File: config.mk
export PLATFORM = sky130hd
export DESIGN_NAME = cpu_ad48_trap_unit_flat
export DESIGN_NICKNAME = d
export VERILOG_FILES = /design/src/rtl/cpu_ad48_trap_pkg.sv /design/src/rtl/cpu_ad48_trap_unit_if.sv /design/src/rtl/cpu_ad48_irq_pend.sv /design/src/rtl/cpu_ad48_trap_unit.sv /design/src/flat_wrapper.sv
export SDC_FILE = /design/constraint.sdc
export NUM_CORES = 1
export LEC_CHECK = 0
export CORE_UTILIZATION = 49
export DETAILED_ROUTE_END_ITERATION = 10
export PLACE_DENSITY = 0.87
export SETUP_SLACK_MARGIN = 0.4
export SYNTH_ARGS = -nofsm -noshare
export SYNTH_HDL_FRONTEND = slang
export SYNTH_SLANG_ARGS = --single-unit
File: constraint.sdc
create_clock -name clk -period 9.25 [get_ports clk]
set_clock_uncertainty 0.05 [all_clocks]
set_input_delay 1.85 -clock clk [delete_from_list [all_inputs] [get_ports clk]]
set_output_delay 1.85 -clock clk [all_outputs]
set_load 0.05 [all_outputs]
File: src/rtl/cpu_ad48_trap_pkg.sv
// Shared constants for the AD48 trap unit: cause codes, CSR map,
// STATUS layout, privilege levels, FSM encoding and STATUS helpers.
package cpu_ad48_trap_pkg;

    // Exception cause codes
    localparam logic [3:0] EXC_ILLEGAL     = 4'd2;
    localparam logic [3:0] EXC_BREAKPOINT  = 4'd3;
    localparam logic [3:0] EXC_LD_MISALIGN = 4'd4;
    localparam logic [3:0] EXC_ST_MISALIGN = 4'd6;

    // CSR addresses
    localparam logic [2:0] CSR_STATUS = 3'd0;
    localparam logic [2:0] CSR_EPC    = 3'd1;
    localparam logic [2:0] CSR_CAUSE  = 3'd2;
    localparam logic [2:0] CSR_IE     = 3'd3;
    localparam logic [2:0] CSR_IP     = 3'd4;

    // STATUS layout: {PIE, PPRIV[1:0], IE, PRIV[1:0]}
    localparam int STATUS_W    = 6;
    localparam int STAT_PRIV   = 0;
    localparam int STAT_IE     = 2;
    localparam int STAT_PPRIV  = 3;
    localparam int STAT_PIE    = 5;

    localparam logic [1:0] PRIV_MACHINE = 2'd3;
    localparam logic [1:0] PRIV_USER    = 2'd0;

    localparam logic [STATUS_W-1:0] STATUS_RESET = 6'h03;

    // FSM encoding
    localparam logic [0:0] S_RUN   = 1'b0;
    localparam logic [0:0] S_REDIR = 1'b1;

    // Trap entry: stack priv/IE into PPRIV/PIE, go to machine, mask IRQs.
    function automatic logic [STATUS_W-1:0] status_enter(
        input logic [STATUS_W-1:0] s
    );
        logic [STATUS_W-1:0] r;
        r                          = s;
        r[STAT_PPRIV+1:STAT_PPRIV] = s[STAT_PRIV+1:STAT_PRIV];
        r[STAT_PIE]                = s[STAT_IE];
        r[STAT_PRIV+1:STAT_PRIV]   = PRIV_MACHINE;
        r[STAT_IE]                 = 1'b0;
        return r;
    endfunction

    // ERET: unstack PPRIV/PIE, leave the stack as user/enabled.
    function automatic logic [STATUS_W-1:0] status_eret(
        input logic [STATUS_W-1:0] s
    );
        logic [STATUS_W-1:0] r;
        r                          = s;
        r[STAT_PRIV+1:STAT_PRIV]   = s[STAT_PPRIV+1:STAT_PPRIV];
        r[STAT_IE]                 = s[STAT_PIE];
        r[STAT_PPRIV+1:STAT_PPRIV] = PRIV_USER;
        r[STAT_PIE]                = 1'b1;
        return r;
    endfunction

endpackage

File: src/rtl/cpu_ad48_trap_unit_if.sv
// Redirect handshake between the trap unit (master) and fetch (slave).
// Signals: redirect_valid, redirect_ready, redirect_pc[XLEN-1:0].
interface cpu_ad48_trap_unit_if #(
    parameter int XLEN = 48
);
    logic            redirect_valid;
    logic            redirect_ready;
    logic [XLEN-1:0] redirect_pc;

    modport master (
        output redirect_valid,
        output redirect_pc,
        input  redirect_ready
    );

    modport slave (
        input  redirect_valid,
        input  redirect_pc,
        output redirect_ready
    );
endinterface

File: src/rtl/cpu_ad48_irq_pend.sv
// IRQ input register, edge detect, IP register and lowest-index
// priority encoder over IP & IE.
// Ports: clk, reset, irq, ie, ip_we/ip_wdata (write-1-to-clear),
//        take/take_idx (line taken), ip, irq_any, irq_idx.
module cpu_ad48_irq_pend #(
    parameter int                   IRQ_LINES = 4,
    parameter logic [IRQ_LINES-1:0] IRQ_EDGE  = '0
) (
    input  logic                 clk,
    input  logic                 reset,
    input  logic [IRQ_LINES-1:0] irq,
    input  logic [IRQ_LINES-1:0] ie,
    input  logic                 ip_we,
    input  logic [IRQ_LINES-1:0] ip_wdata,
    input  logic                 take,
    input  logic [3:0]           take_idx,
    output logic [IRQ_LINES-1:0] ip,
    output logic                 irq_any,
    output logic [3:0]           irq_idx
);

    logic [IRQ_LINES-1:0] irq_q;
    logic [IRQ_LINES-1:0] edge_q;
    logic [IRQ_LINES-1:0] edge_d;
    logic [IRQ_LINES-1:0] rise;
    logic [IRQ_LINES-1:0] take_oh;
    logic [IRQ_LINES-1:0] clr;
    logic [IRQ_LINES-1:0] pend;

    // Rise is the 0->1 step the registered irq makes at this edge,
    // so edge lines show up in IP on the same cycle as level lines.
    assign rise = irq & ~irq_q;

    always_comb begin
        take_oh = '0;
        for (int i = 0; i < IRQ_LINES; i++) begin
            take_oh[i] = take && (take_idx == 4'(i));
        end
    end

    assign clr    = (ip_we ? ip_wdata : '0) | take_oh;
    // Set beats clear when both happen in one cycle.
    assign edge_d = ((edge_q & ~clr) | rise) & IRQ_EDGE;

    always_ff @(posedge clk or posedge reset) begin
        if (reset) begin
            irq_q  <= '0;
            edge_q <= '0;
        end else begin
            irq_q  <= irq;
            edge_q <= edge_d;
        end
    end

    assign ip   = (irq_q & ~IRQ_EDGE) | edge_q;
    assign pend = ip & ie;

    always_comb begin
        irq_any = |pend;
        irq_idx = '0;
        for (int i = IRQ_LINES - 1; i >= 0; i--) begin
            if (pend[i]) begin
                irq_idx = 4'(i);
            end
        end
    end

endmodule

File: src/rtl/cpu_ad48_trap_unit.sv
// AD48 trap/interrupt controller: arbitrates exceptions, ERET and IRQs,
// owns STATUS/EPC/CAUSE/IE/IP and issues redirects over redir (master).
// Other ports: clk, reset, irq, exc_*, irq_ok, irq_pc, eret_valid,
// csr_we/addr/wdata/rdata, flush, priv_mode.
// Optional: define CPU_AD48_TRAP_VECTORED_EN for per-line IRQ vectors.
module cpu_ad48_trap_unit
    import cpu_ad48_trap_pkg::*;
#(
    parameter int                   XLEN        = 48,
    parameter int                   IRQ_LINES   = 4,
    parameter logic [IRQ_LINES-1:0] IRQ_EDGE    = '0,
    parameter logic [XLEN-1:0]      TRAP_VECTOR = 48'd32
) (
    input  logic                 clk,
    input  logic                 reset,
    input  logic [IRQ_LINES-1:0] irq,
    input  logic                 exc_valid,
    input  logic [3:0]           exc_cause,
    input  logic [XLEN-1:0]      exc_pc,
    input  logic                 irq_ok,
    input  logic [XLEN-1:0]      irq_pc,
    input  logic                 eret_valid,
    input  logic                 csr_we,
    input  logic [2:0]           csr_addr,
    input  logic [XLEN-1:0]      csr_wdata,
    output logic [XLEN-1:0]      csr_rdata,
    output logic                 flush,
    output logic [1:0]           priv_mode,
    cpu_ad48_trap_unit_if.master redir
);

    logic [0:0]           state_q;
    logic [STATUS_W-1:0]  status_q;
    logic [XLEN-1:0]      epc_q;
    logic [XLEN-1:0]      cause_q;
    logic [IRQ_LINES-1:0] ie_q;
    logic [IRQ_LINES-1:0] ip;
    logic                 flush_q;
    logic [XLEN-1:0]      rpc_q;

    logic                 irq_any;
    logic [3:0]           irq_idx;
    logic [XLEN-1:0]      irq_vec;

    logic                 in_run;
    logic                 ev_exc;
    logic                 ev_eret;
    logic                 ev_irq;
    logic                 accept;
    logic                 csr_wr;

    assign in_run  = (state_q == S_RUN);
    assign ev_exc  = in_run && exc_valid;
    assign ev_eret = in_run && !exc_valid && eret_valid;
    assign ev_irq  = in_run && !exc_valid && !eret_valid
                  && status_q[STAT_IE] && irq_ok && irq_any;
    assign accept  = ev_exc || ev_eret || ev_irq;

    // A CSR write racing a trap or ERET loses.
    assign csr_wr  = csr_we && !accept;

    cpu_ad48_irq_pend #(
        .IRQ_LINES (IRQ_LINES),
        .IRQ_EDGE  (IRQ_EDGE)
    ) u_pend (
        .clk      (clk),
        .reset    (reset),
        .irq      (irq),
        .ie       (ie_q),
        .ip_we    (csr_wr && (csr_addr == CSR_IP)),
        .ip_wdata (csr_wdata[IRQ_LINES-1:0]),
        .take     (ev_irq),
        .take_idx (irq_idx),
        .ip       (ip),
        .irq_any  (irq_any),
        .irq_idx  (irq_idx)
    );

`ifdef CPU_AD48_TRAP_VECTORED_EN
    assign irq_vec = TRAP_VECTOR + XLEN'(1) + XLEN'(irq_idx);
`else
    assign irq_vec = TRAP_VECTOR;
`endif

    always_ff @(posedge clk or posedge reset) begin
        if (reset) begin
            state_q  <= S_RUN;
            status_q <= STATUS_RESET;
            epc_q    <= '0;
            cause_q  <= '0;
            ie_q     <= '0;
            flush_q  <= 1'b0;
            rpc_q    <= '0;
        end else begin
            flush_q <= accept;

            unique case (state_q)
                S_RUN: begin
                    if (accept) begin
                        state_q <= S_REDIR;
                    end
                end
                S_REDIR: begin
                    if (redir.redirect_ready) begin
                        state_q <= S_RUN;
                    end
                end
                default: state_q <= S_RUN;
            endcase

            if (ev_exc) begin
                epc_q    <= exc_pc;
                cause_q  <= XLEN'(exc_cause);
                status_q <= status_enter(status_q);
                rpc_q    <= TRAP_VECTOR;
            end else if (ev_eret) begin
                status_q <= status_eret(status_q);
                rpc_q    <= epc_q;
            end else if (ev_irq) begin
                epc_q    <= irq_pc;
                cause_q  <= {1'b1, (XLEN-1)'(irq_idx)};
                status_q <= status_enter(status_q);
                rpc_q    <= irq_vec;
            end else if (csr_wr) begin
                case (csr_addr)
                    CSR_STATUS: status_q <= csr_wdata[STATUS_W-1:0];
                    CSR_EPC:    epc_q    <= csr_wdata;
                    CSR_CAUSE:  cause_q  <= csr_wdata;
                    CSR_IE:     ie_q     <= csr_wdata[IRQ_LINES-1:0];
                    default:    ;
                endcase
            end
        end
    end

    always_comb begin
        csr_rdata = '0;
        case (csr_addr)
            CSR_STATUS: csr_rdata = XLEN'(status_q);
            CSR_EPC:    csr_rdata = epc_q;
            CSR_CAUSE:  csr_rdata = cause_q;
            CSR_IE:     csr_rdata = XLEN'(ie_q);
            CSR_IP:     csr_rdata = XLEN'(ip);
            default:    csr_rdata = '0;
        endcase
    end

    assign flush                = flush_q;
    assign priv_mode            = status_q[STAT_PRIV+1:STAT_PRIV];
    assign redir.redirect_valid = (state_q == S_REDIR);
    assign redir.redirect_pc    = rpc_q;

endmodule

File: src/flat_wrapper.sv
// flat-port wrapper written by rule: the top's interface ports become plain ports
module cpu_ad48_trap_unit_flat import cpu_ad48_trap_pkg::*;
#(
    parameter int                   XLEN        = 48,
    parameter int                   IRQ_LINES   = 4,
    parameter logic [IRQ_LINES-1:0] IRQ_EDGE    = '0,
    parameter logic [XLEN-1:0]      TRAP_VECTOR = 48'd32
)
  (clk, reset, irq, exc_valid, exc_cause, exc_pc, irq_ok, irq_pc, eret_valid, csr_we, csr_addr, csr_wdata, csr_rdata, flush, priv_mode, redir_redirect_valid, redir_redirect_pc, redir_redirect_ready);
  cpu_ad48_trap_unit_if #(.XLEN(XLEN)) redir_i ();
  input  logic clk;
  input  logic reset;
  input  logic [IRQ_LINES-1:0] irq;
  input  logic exc_valid;
  input  logic [3:0] exc_cause;
  input  logic [XLEN-1:0] exc_pc;
  input  logic irq_ok;
  input  logic [XLEN-1:0] irq_pc;
  input  logic eret_valid;
  input  logic csr_we;
  input  logic [2:0] csr_addr;
  input  logic [XLEN-1:0] csr_wdata;
  output logic [XLEN-1:0] csr_rdata;
  output logic flush;
  output logic [1:0] priv_mode;
  output wire logic [$bits(redir_i.redirect_valid)-1:0] redir_redirect_valid;
  output wire logic [$bits(redir_i.redirect_pc)-1:0] redir_redirect_pc;
  input wire logic [$bits(redir_i.redirect_ready)-1:0] redir_redirect_ready;
  assign redir_redirect_valid = redir_i.redirect_valid;
  assign redir_redirect_pc = redir_i.redirect_pc;
  assign redir_i.redirect_ready = redir_redirect_ready;
  cpu_ad48_trap_unit #(.XLEN(XLEN), .IRQ_LINES(IRQ_LINES), .IRQ_EDGE(IRQ_EDGE), .TRAP_VECTOR(TRAP_VECTOR)) u_core (.clk(clk), .reset(reset), .irq(irq), .exc_valid(exc_valid), .exc_cause(exc_cause), .exc_pc(exc_pc), .irq_ok(irq_ok), .irq_pc(irq_pc), .eret_valid(eret_valid), .csr_we(csr_we), .csr_addr(csr_addr), .csr_wdata(csr_wdata), .csr_rdata(csr_rdata), .flush(flush), .priv_mode(priv_mode), .redir(redir_i));
endmodule
; Word level (Yosys, flattened, before mapping)
; Cells that the tools add are included.
[totals]
latch_bits = 0
reg_bits = 160
n_memories = 0
inputBits = 162
mem_bits_ro = 0
elab_cells = 69
ramBits = 0
[op_classes]
n_reduce_logical = 25
bitwise = 5
mux = 26
order_cmp = 0
eq_ne = 5
shift = 0
add_sub_neg = 0
div = 0
n_mul = 0
[op_table]
columns = cell, count
row1 = 2-to-1 mux 48 bit, 13
row2 = case mux 48 bit (5 select lines), 1
row3 = 2-to-1 mux 6 bit, 5
row4 = nonzero test 3 bit, 4
row5 = logical AND 1 bit, 8
row6 = nonzero test 4 bit, 2
row7 = equality test 3 x 2 -> 1 bit (second input constant), 2
row8 = 2-to-1 mux 2 bit, 3
row9 = AND reduction 3 bit, 2
row10 = AND reduction 5 bit, 1
row11 = AND 4 bit, 1
row12 = 2-to-1 mux 4 bit, 1
row13 = NOT 1 bit, 4
row14 = OR reduction 4 bit, 1
row15 = equality test 3 x 1 -> 1 bit (second input constant), 1
row16 = equality test 3 bit (second input constant), 1
row17 = zero test 1 bit, 3
row18 = zero test 3 bit, 1
row19 = logical OR 1 bit, 2
row20 = 2-to-1 mux 1 bit, 2
row21 = != test 2 x 1 -> 1 bit (second input constant), 1
row22 = case mux 1 bit (2 select lines), 1
row23 = AND reduction 2 bit, 1

; Longest topological paths before layout
; Gate-level depths: netlist of run 1.
[depth]
word_depth = 13
depth_mapped = 8

; Hierarchy
; A second synthesis of run 1 with hierarchy kept.
[unflattened]
hier_cells = 775
area_unflattened_um2 = 8145.3
[modules_own_cells]
columns = module, cells_per_inst, seq_area_each_um2, n_inst, area_each_um2
row1 = cpu_ad48_trap_unit, 760, 3906.2, 1, 7975.1
row2 = cpu_ad48_irq_pend, 15, 100.1, 1, 170.2

; Worst setup path before layout of run 1
; Ideal clock, no wire load.
[synth_path]
kind = input-to-output
from = input csr_addr[2]
to = output csr_rdata[10]
arrival_time_ns = 3.377
cell_stages = 6
path_slack_ns = 3.973
path_buffers = 3
path_cell_list = clkbuf_1 > nor2b_1 > nor2b_1 > clkbuf_1 > clkbuf_1 > a22o_1
[synth_between]
elab_chain_cells = 2
word_cells_on_any_way = 6
cone_classes = eq/ne (4) / mux (1) / reduce/logical (1)
[synth_lines]
columns = item, line_no
row1 = start: declaration, flat_wrapper.sv:21  ; input logic [2:0] csr_addr;
row2 = "equality test 3 bit, or another cell as far along", -
row3 = case mux 48 bit (5 select lines) *, cpu_ad48_trap_unit.sv:138  ; case (csr_addr)
row4 = end: declaration, flat_wrapper.sv:23  ; output logic [XLEN-1:0] csr_rdata;
; Every way passes the cells marked *; elsewhere a longest branch is shown, timed or not.

; Worst setup path after layout of run 1
[layout_path]
from = input csr_addr[0]
to = output csr_rdata[36]
; The elaborated chain is that of the path after synthesis.

==> results of run 1 <==
## cell type report
cell class	instances	area (um^2)	area share
Sequential cell	160	4010	0.378
Clock buffer	20	467	0.0440
Multi-Input combinational cell	438	3010	0.284
Clock inverter	12	204	0.0192
Inverter	2	12.5	0.00118
Tap cell	184	230	0.0217
Timing Repair Buffer	269	2670	0.252
## kinds of logic (layout without fill, tap and decap cells)
family / count (synthesis) / in the layout / share of synthesized area
compound gates: 275 / 275 / 0.299
flops: 160 / 160 / 0.549
simple gates: 149 / 149 / 0.0849
buf+inv: 70 / 303 / 0.0460
mux: 14 / 14 / 0.0213
## layer usage
layer,up-vias,wire (um),track usage
met2,362,11500,0.503
met5,-,0,0
met3,61,1950,0.0696
met1,3334,9350,0.395
li1,3013,-,-
met4,0,906,0.161
## state kept, by name (all words and copies together), names as in the netlist
name,flops
u_core.status_q,6
u_core.u_pend.irq_q,4
u_core.ie_q,4
u_core.epc_q,48
u_core.cause_q,48
u_core.redir.redirect_valid,1
u_core.redir.redirect_pc,48
u_core.flush,1
## final timing paths
check	slack [ns]	cells past startpoint	from	to
hold / removal	0.44	1	u_core.redir.redirect_pc[5]$_DFFE_PP0P_	u_core.redir.redirect_pc[5]$_DFFE_PP0P_
max in group asynchronous	5.75	3	reset	u_core.epc_q[7]$_DFFE_PP0P_
setup reg to reg	5.93	7	u_core.ie_q[2]$_DFFE_PP0P_	u_core.cause_q[4]$_DFFE_PP0P_
setup / recovery	2.21	5	csr_addr[0]	csr_rdata[36]
hold reg to reg	0.44	1	u_core.redir.redirect_pc[5]$_DFFE_PP0P_	u_core.redir.redirect_pc[5]$_DFFE_PP0P_
min in group asynchronous	1.90	2	reset	u_core.redir.redirect_pc[40]$_DFFE_PP0P_
## metrics by stage
step / hold WS (ns) / utilization
after floorplan: 0.392 / -
after global placement: 0.427 / 0.683
after detailed placement: 0.431 / 0.683
after CTS: 0.445 / 0.730
after global routing: 0.453 / 0.730
final: 0.442 / 0.730
## critical path: stages
cell and delay (ns):
sky130_fd_sc_hd__clkdlybuf4s50_1 0.78, sky130_fd_sc_hd__nor2b_1 0.39, sky130_fd_sc_hd__nor2b_4 0.98, sky130_fd_sc_hd__a22o_1 0.27, sky130_fd_sc_hd__clkdlybuf4s50_1 0.81
## layout by cell type (no fill, tap or decap), drive strengths merged, types with 2 or more instances in the layout
cell type / netlist / layout
a21oi: 11 / 11
a22o: 91 / 91
a22oi: 55 / 55
a31oi: 47 / 47
a32o: 42 / 42
buf: 27 / 8
bufinv: 0 / 5
clkbuf: 41 / 20
clkdlybuf4s50: 0 / 261
clkinv: 0 / 6
dfrtp: 158 / 158
dfstp: 2 / 2
inv: 2 / 3
mux2: 12 / 12
mux2i: 2 / 2
nand2: 61 / 61
nand2b: 3 / 3
nand3: 2 / 2
nor2: 67 / 67
nor2b: 5 / 5
nor3: 3 / 3
o21ai: 14 / 14
o22a: 3 / 3
o22ai: 5 / 5
## power by group through the flow
| stage | registers (mW) | logic (mW) | clock network (mW) |
|---|---|---|---|
| after floorplan | 1.07 | 0.309 | 0 |
| after global placement | 0.964 | 0.689 | 0 |
| after detailed placement | 0.964 | 0.705 | 0 |
| after CTS | 0.956 | 0.709 | 0.796 |
| after global routing | 0.972 | 0.753 | 0.826 |
| final | 0.960 | 0.708 | 0.789 |
==> impl_results.md, run 1 <==
- Cell with the most instances after synthesis: sky130_fd_sc_hd__dfrtp_1
- Timing-limited maximum frequency: 142 MHz
- Total count of hold-check failures in the final report: 0
- Share of synthesized flip-flops with an asynchronous set or reset: 1.00
- Total clock buffers created by CTS: 17
- Number of primary I/O pins: 262
- # placed instances: 1053
- Number of enable-type register cells in the synthesized netlist: 0
- Worst Setup End Kind: output port
- Slew Limit Headroom: 0.194
- Layout overhead on the synthesized area: 45.4%
- Worst Max-Slew Pin Slew: 1.21 ns
- Post-cts hold buffer count: 0
- Dominant synthesized flop cell: sky130_fd_sc_hd__dfrtp_1
- Ranking of synthesized cells by area: sky130_fd_sc_hd__dfrtp_1, sky130_fd_sc_hd__a22o_1, sky130_fd_sc_hd__a32o_1
- Die height: 124 um
- Fin nets: 1050
- Register bit total from synthesis: 160
- Weighted congestion reported at the end of routability-driven placement: 0.935
- TritonCTS clock tree: built
- Top post-synthesis cells by count: sky130_fd_sc_hd__dfrtp_1, sky130_fd_sc_hd__a22o_1, sky130_fd_sc_hd__nor2_1
- Number of sinks on the clock net: 160
- Clock insertion delay at the later pin of the skew report: 0.42 ns
- Fill count: 1008
- Leftover overflow at the end of global routing: 0
- Final setup TNS: 0 ns
- Type of the setup path with the least slack: in2out
- Antenna violations before repair: 0
- Pin count of the biggest net entering global routing: 94
- Total cell area at the placement stage: 9930 um^2
- Root cell of the clock tree: sky130_fd_sc_hd__clkbuf_16
- Number of optimization iterations in the first detailed-route pass: 6
- Final setup violating endpoints: 0
- Die Outline Area: 15400 um^2
- Number of vias per cell: 6.24
- Number of global-route vias before repair: 6597
- Post-Place Setup Slack: 2.30 ns
- Total chip power: 2.46 mW
- Data arrival, critical path: 5.14 ns
- Number of cell rows: 44
- Number of diodes: 0
- Count of buffers added by post-CTS timing repair for setup: 0
- Hold WC Path Type: reg2reg
- Chip width: 124 um
- Post-route DRC violation count: 0
- Starting Density: 0.502
- Buffers added on ports: 261
- Max-cap viol count: 0
- Post-synthesis net count: 830
- Wire length of the first global-routing pass: 35700 um
- Clock group share of total power: 0.321
- Non-filler instance count after layout: 1085
- Routed Antenna Nets: 0
- Sequential area share after synthesis: 0.549
- Cell accounting for the most synthesized area: sky130_fd_sc_hd__dfrtp_1
- Final period util: 0.761
- Data required time of the critical path: 7.35 ns
- Total standard cell area after synthesis: 7290 um^2
- Critical Path Source Type: input pin
- Internal power consumption: 1.63 mW
- Status: finished clean
- Share of total power in combinational logic: 0.288
- Average cell area after synthesis: 10.9 um^2
- Clock edge transition at the registers on the reported setup and hold paths: 0.06 ns
- Number of H-tree levels: 4
- Post-cts sizing count: 0
- Number of instances in the synthesized netlist: 668
- Maximum number of buffers from clock root to sink: 2
- Worst path setup slack after routing: 2.21 ns
- Final instance area: 10600 um^2
- Peak supply drop: 0.124 mV
- Total routing usage reported by global routing: 0.312
- Cell area power density: 232 nW/um^2
- Netlist cell types: 42
- Initial drt markers: 589
- Final WL: 23700 um
- Yosys synthesis warning count: 0
- Leakage power: 4.43 nW
- Ratio of cells with drive above 1 in the final layout: 0.0755
- Floorplan Core Area: 14500 um^2
- Power dissipated by switching net loads: 828 uW
- Final number of max-transition violations: 0
- Unrepaired setup endpoints after global routing: false
- Share of total power in sequential cells: 0.391
- DPL Wire Length: 15400 um
- Post-synth top area share: 0.542
- Count of vias placed by the detailed router: 6770
- Switching share of power: 0.337
- Minimum clock period: 7.04 ns
- Top fanout value on the critical path: 42
- Average wire per standard cell: 21.9 um
Power figures use the tool's default switching activity.
==> run 2, diff against run 1 <==
Settings changed: CORE_UTILIZATION 49 to 45, PLACE_DENSITY 0.87 to 0.8.
Clock period 9.25 ns to 7.35 ns, I/O delays scaled along.
==> impl_results.md, run 2 (synthesis gave the netlist of run 1 again) <==
- Most frequent cell on the critical path: sky130_fd_sc_hd__clkdlybuf4s50_1
- Total routing usage reported by global routing: 0.284 (-0.0290)
- Bufs and invs on worst path: 3 (+1)
- Fin nets: 1053 (+0.29%)
- Pin count of the biggest net entering global routing: 93 (-1.1%)
- Count of vias placed by the detailed router: 6707 (-0.93%)
- Floorplan Core Area: 15800 um^2 (+8.9%)
- Power dissipated by switching net loads: 1.03 mW (+24%)
- Hold WC Path Type: reg2reg
- Number of global-route vias before repair: 6536 (-0.92%)
- Worst Max-Slew Pin Slew: 1.08 ns (-0.123 ns)
- Final WL: 23300 um (-1.9%)
- Critical Path Source Type: input pin
- Number of primary I/O pins: 262 (unchanged)
- Critical R2R Launch: u_core.redir.redirect_valid$_DFF_PP0_
- Number of optimization iterations in the first detailed-route pass: 7 (+1)
- Max-cap viol count: 0 (unchanged)
- Minimum clock period: 6.28 ns
- Status: finished clean
- Final number of max-transition violations: 0 (unchanged)
- Cell area power density: 285 nW/um^2 (+23%)
- Unrepaired setup endpoints after global routing: false
- Weighted congestion reported at the end of routability-driven placement: 0.892 (-4.6%)
- Die height: 129 um (+4.3%)
- Chain of cells forming the critical path: clkdlybuf4s50_1 -> nor2b_1 -> nor2b_4 -> buf_4 -> a22o_1 -> clkdlybuf4s50_1
- Cell with the largest stage delay on the worst path: sky130_fd_sc_hd__clkdlybuf4s50_1
- Origin of the worst min-delay path: u_core.cause_q[42]$_DFFE_PP0P_
- Commonest cells after routing, fill and taps aside: sky130_fd_sc_hd__clkdlybuf4s50_1, sky130_fd_sc_hd__dfrtp_1, sky130_fd_sc_hd__a22o_1
- Root cell of the clock tree: sky130_fd_sc_hd__clkbuf_16
- Ratio of cells with drive above 1 in the final layout: 0.0775 (+0.00205)
- Post-cts sizing count: 0 (unchanged)
- Fill count: 1235 (+23%)
- Top fanout value on the critical path: 27 (-36%)
- Leftover overflow at the end of global routing: 0 (unchanged)
- Chip width: 129 um (+4.3%)
- Number of H-tree levels: 4 (unchanged)
- Number of cell rows: 46 (+4.5%)
- Critical path's largest stage delay: 0.81 ns (-0.17 ns)
- Share of total power in sequential cells: 0.397 (+0.006)
- Final setup violating endpoints: 0 (unchanged)
- Timing-limited maximum frequency: 159 MHz
- Final core area utilization: 0.672 (-0.0581)
- Antenna violations before repair: 0 (unchanged)
- Post-route DRC violation count: 0 (unchanged)
- Maximum number of buffers from clock root to sink: 2 (unchanged)
- Beginning of the critical path: csr_addr[0]
- Clock edge transition at the registers on the reported setup and hold paths: 0.06 ns (about the same)
- Switching share of power: 0.339 (+0.00184)
- Initial drt markers: 496 (-16%)
- Post-cts hold buffer count: 0 (unchanged)
- Data arrival, critical path: 4.76 ns (-0.38 ns)
- Leakage power: 4.42 nW (about the same)
- DPL Wire Length: 15200 um (-1.2%)
- Top Family by Delay on Critical Path: buffers and inverters
- Type of the setup path with the least slack: in2out
- Final setup TNS: 0 ns (unchanged)
- Routed Antenna Nets: 0 (unchanged)
- Average wire per standard cell: 20.8 um (-4.9%)
- Clock group share of total power: 0.310 (-0.011)
- Clock insertion delay at the later pin of the skew report: 0.42 ns (about the same)
- Buffers added on ports: 261 (unchanged)
- Slew Limit Headroom: 0.278 (+0.0841)
- Die Outline Area: 16700 um^2 (+8.7%)
- Number of diodes: 0 (unchanged)
- Count of buffers added by post-CTS timing repair for setup: 0 (unchanged)
- Data required time of the critical path: 5.83 ns (-1.52 ns)
- Peak supply drop: 0.171 mV (+39%)
- Total clock buffers created by CTS: 17 (unchanged)
- Worst Setup End Kind: output port
- Total count of hold-check failures in the final report: 0 (unchanged)
- Share of total power in combinational logic: 0.293 (+0.005)
- Wire length of the first global-routing pass: 35600 um (-0.37%)
- Layout overhead on the synthesized area: 45.7%
- Number of sinks on the clock net: 160 (unchanged)
- Starting Density: 0.461 (-0.0410)
- Final period util: 0.854
- TritonCTS clock tree: built
- Number of vias per cell: 5.99 (-3.9%)
- Internal power consumption: 2.01 mW (+23%)
- Commonest non-fill, non-tap cell in the layout: sky130_fd_sc_hd__clkdlybuf4s50_1
-- run 2: cell types whose count changed in the layout (fill, tap and decap cells not counted) --
cell / previous run / this run
sky130_fd_sc_hd__buf_4: 8 / 11
sky130_fd_sc_hd__clkbuf_8: 3 / 6
sky130_fd_sc_hd__clkinv_4: 4 / 1
sky130_fd_sc_hd__bufinv_16: 5 / 3
sky130_fd_sc_hd__clkinvlp_4: 0 / 1
-- run 2: worst reg2reg max path, cell delays in order, from the launching register on --
cell	delay (ns)
sky130_fd_sc_hd__dfrtp_1	0.48
sky130_fd_sc_hd__and3b_1	0.37
sky130_fd_sc_hd__o211ai_2	0.26
sky130_fd_sc_hd__a31oi_4	0.63
sky130_fd_sc_hd__buf_4	0.72
sky130_fd_sc_hd__mux2_2	0.47
-- run 2: per-layer routing --
metal | vias to the layer above | wire length, um | global-route usage
met1 | 3294 | 9480 | 0.360
met3 | 60 | 1920 | 0.0714
met2 | 335 | 11000 | 0.453
li1 | 3018 | - | -
met5 | - | 0 | 0
met4 | 0 | 893 | 0.140
-- run 2: final timing paths --
path	end	slack, ns	cells after the start
worst max-delay path	csr_rdata[33]	1.07	6
worst min-delay path	u_core.cause_q[42]$_DFFE_PP0P_	0.44	1
worst max register to register	u_core.epc_q[1]$_DFFE_PP0P_	4.26	5
worst min register to register	u_core.cause_q[42]$_DFFE_PP0P_	0.44	1
max in group asynchronous	u_core.epc_q[42]$_DFFE_PP0P_	4.31	3
min in group asynchronous	u_core.redir.redirect_pc[41]$_DFFE_PP0P_	1.55	2
-- run 2: power by group through the flow --
stage | combinational, mW | sequential (mW) | clock, mW
final | 0.889 | 1.21 | 0.939
after floorplan | 0.389 | 1.35 | 0
after global placement | 0.873 | 1.21 | 0
after CTS | 0.893 | 1.20 | 0.951
after global routing | 0.945 | 1.22 | 0.984
after detailed placement | 0.889 | 1.21 | 0
-- run 2: per-stage QoR --
step	instance area [um^2]	std cells	total power [mW]	setup slack (ns)	hold WS, ns
floorplan	7290	668	1.74	1.51	0.392
global placement	10000	1088	2.09	1.20	0.425
detailed placement	10000	1088	2.10	1.15	0.431
CTS	10600	1119	3.04	1.14	0.446
global route	10600	1119	3.15	0.960	0.457
finish	10600	1119	3.03	1.07	0.442
-- run 2: layout make-up --
| class | instances | area (um^2) | share of cell area |
|---|---|---|---|
| sequential | 160 | 4010 | 0.377 |
| clock inverter | 8 | 125 | 0.0118 |
| inverter | 2 | 12.5 | 0.00118 |
| clock buffer | 23 | 508 | 0.0478 |
| multi-input combinational | 438 | 3010 | 0.283 |
| timing repair buffer | 272 | 2700 | 0.254 |
| tap | 216 | 270 | 0.0254 |
==> run 3, diff against run 2 <==
Settings changed: CORE_UTILIZATION 45 to 47, PLACE_DENSITY 0.8 to 0.81, SYNTH_HIERARCHICAL from default to 1.
==> impl_results.md, run 3 <==
- Worst Setup End Kind: output port
- Routed Antenna Nets: 0 (unchanged)
- Cell with the largest stage delay on the worst path: sky130_fd_sc_hd__clkdlybuf4s50_1
- Number of optimization iterations in the first detailed-route pass: 5 (-2)
- Clock insertion delay at the later pin of the skew report: 0.42 ns (about the same)
- Critical R2R Launch: u_core/ie_q[2]$_DFFE_PP0P_
- Floorplan Core Area: 16800 um^2 (+5.9%)
- Count of buffers added by post-CTS timing repair for setup: 0 (unchanged)
- Average cell area after synthesis: 10.5 um^2 (-3.6%)
- Starting Density: 0.485 (+0.0246)
- Cell area power density: 397 nW/um^2 (+39%)
- DPL Wire Length: 16800 um (+11%)
- Number of primary I/O pins: 262 (unchanged)
- Type of the setup path with the least slack: in2out
- Critical Path Source Type: input pin
- Number of diodes: 0 (unchanged)
- Layout overhead on the synthesized area: 38.9%
- Number of global-route vias before repair: 7008 (+7.2%)
- Initial drt markers: 672 (+35%)
- Number of instances in the synthesized netlist: 773 (+16%)
- Minimum clock period: 6.30 ns (+0.0229 ns)
- Wire length of the first global-routing pass: 39900 um (+12%)
- Chip width: 134 um (+3.3%)
- Commonest cells after routing, fill and taps aside: sky130_fd_sc_hd__clkdlybuf4s50_1, sky130_fd_sc_hd__dfrtp_1, sky130_fd_sc_hd__a22o_1
- Origin of the worst min-delay path: u_core/redir.redirect_pc[10]$_DFFE_PP0P_
- Bufs and invs on worst path: 3 (unchanged)
- Chain of cells forming the critical path: clkdlybuf4s50_1 -> nor2b_1 -> nor2b_4 -> buf_4 -> a22o_1 -> clkdlybuf4s50_1
- Post-route DRC violation count: 0 (unchanged)
- Hold WC Path Type: reg2reg
- Fill count: 1309 (+6.0%)
- Final setup TNS: 0 ns (unchanged)
- Slew Limit Headroom: 0.171 (-0.108)
- Total clock buffers created by CTS: 17 (unchanged)
- Leakage power: 4.92 nW (+11%)
- Peak supply drop: 0.219 mV (+28%)
- Unrepaired setup endpoints after global routing: false
- Die Outline Area: 17800 um^2 (+6.7%)
- Critical path's largest stage delay: 0.90 ns (+0.09 ns)
- Commonest non-fill, non-tap cell in the layout: sky130_fd_sc_hd__clkdlybuf4s50_1
- Count of vias placed by the detailed router: 7311 (+9.0%)
- Ratio of cells with drive above 1 in the final layout: 0.0622 (-0.0153)
- Average wire per standard cell: 21.2 um (+2.0%)
- Root cell of the clock tree: sky130_fd_sc_hd__clkbuf_16
- Flip-flop and latch area: 4010 um^2 (about the same)
- Final number of max-transition violations: 0 (unchanged)
- Most frequent cell on the critical path: sky130_fd_sc_hd__clkdlybuf4s50_1
- Maximum number of buffers from clock root to sink: 2 (unchanged)
- Buffers added on ports: 261 (unchanged)
- Post-cts hold buffer count: 0 (unchanged)
- Status: finished clean
- Number of vias per cell: 6.01 (+0.23%)
- Number of H-tree levels: 4 (unchanged)
- Pin count of the biggest net entering global routing: 98 (+5.4%)
- Data required time of the critical path: 5.83 ns (about the same)
- Number of cell rows: 47 (+2.2%)
- Total count of hold-check failures in the final report: 0 (unchanged)
- Fin nets: 1148 (+9.0%)
- Combined area of the multi-input logic cells: 3540 um^2 (+18%)
- Top fanout value on the critical path: 24 (-11%)
- Worst Max-Slew Pin Slew: 1.24 ns (+0.159 ns)
- Antenna violations before repair: 0 (unchanged)
- Yosys synthesis warning count: 6 (+6)
- Final WL: 25800 um (+11%)
- Top Family by Delay on Critical Path: buffers and inverters
- Number of sinks on the clock net: 160 (unchanged)
- Weighted congestion reported at the end of routability-driven placement: 0.928 (+3.9%)
- Total standard cell area after synthesis: 8140 um^2 (+12%)
- Clock edge transition at the registers on the reported setup and hold paths: 0.06 ns (about the same)
- TritonCTS clock tree: built
- Non-filler instance count after layout: 1217 (+8.8%)
- Leftover overflow at the end of global routing: 0 (unchanged)
- Max-cap viol count: 0 (unchanged)
- Die height: 134 um (+3.3%)
- Beginning of the critical path: csr_addr[1]
- Post-cts sizing count: 0 (unchanged)
- Timing-limited maximum frequency: 159 MHz (-0.36%)
- Final period util: 0.857 (+0.00312)
- Total routing usage reported by global routing: 0.292 (+0.00842)
- Final setup violating endpoints: 0 (unchanged)
- Data arrival, critical path: 4.78 ns (+0.02 ns)
- # placed instances: 1187 (+9.1%)
## run 3: report_power, final
part	internal, mW	leakage, nW	switching [mW]
sequential	1.28	1.99	0.330
clock	0.541	0.279	0.357
combinational	0.759	2.65	1.21
## run 3: routing by layer
metal,GRT usage,part of all wire,vias to the layer above
li1,-,-,3296
met1,0.394,0.42,3569
met2,0.452,0.47,398
met3,0.0601,0.083,48
met4,0.134,0.029,0
met5,0,0,-
## run 3: area by class of cell
cell class | instances | area share
Sequential cell | 160 | 0.355
Timing Repair Buffer | 270 | 0.237
Multi-Input combinational cell | 482 | 0.313
Inverter | 55 | 0.0187
Clock inverter | 9 | 0.0121
Tap cell | 220 | 0.0244
Clock buffer | 21 | 0.0398
## run 3: worst paths after layout
check                                                           endpoint  cells after the start  slack, ns
worst max-delay path                                       csr_rdata[13]                      6       1.05
worst min register to register  u_core/redir.redirect_pc[10]$_DFFE_PP0P_                      1       0.45
max in group asynchronous                 u_core/cause_q[33]$_DFFE_PP0P_                      3       4.36
min in group asynchronous               u_core/u_pend/irq_q[3]$_DFF_PP0_                      2       1.30
worst max register to register            u_core/cause_q[42]$_DFFE_PP0P_                      7       4.09
worst min-delay path            u_core/redir.redirect_pc[10]$_DFFE_PP0P_                      1       0.45
## run 3: through the flow
step	hold slack (ns)	util	power [mW]	setup slack, ns	instance area (um^2)
floorplan	0.416	-	2.88	1.63	8140
global placement	0.437	0.639	3.54	1.21	10700
detailed placement	0.436	0.639	3.57	1.13	10700
CTS	0.454	0.674	4.48	1.11	11300
global route	0.467	0.674	4.69	0.874	11300
finish	0.454	0.674	4.48	1.05	11300
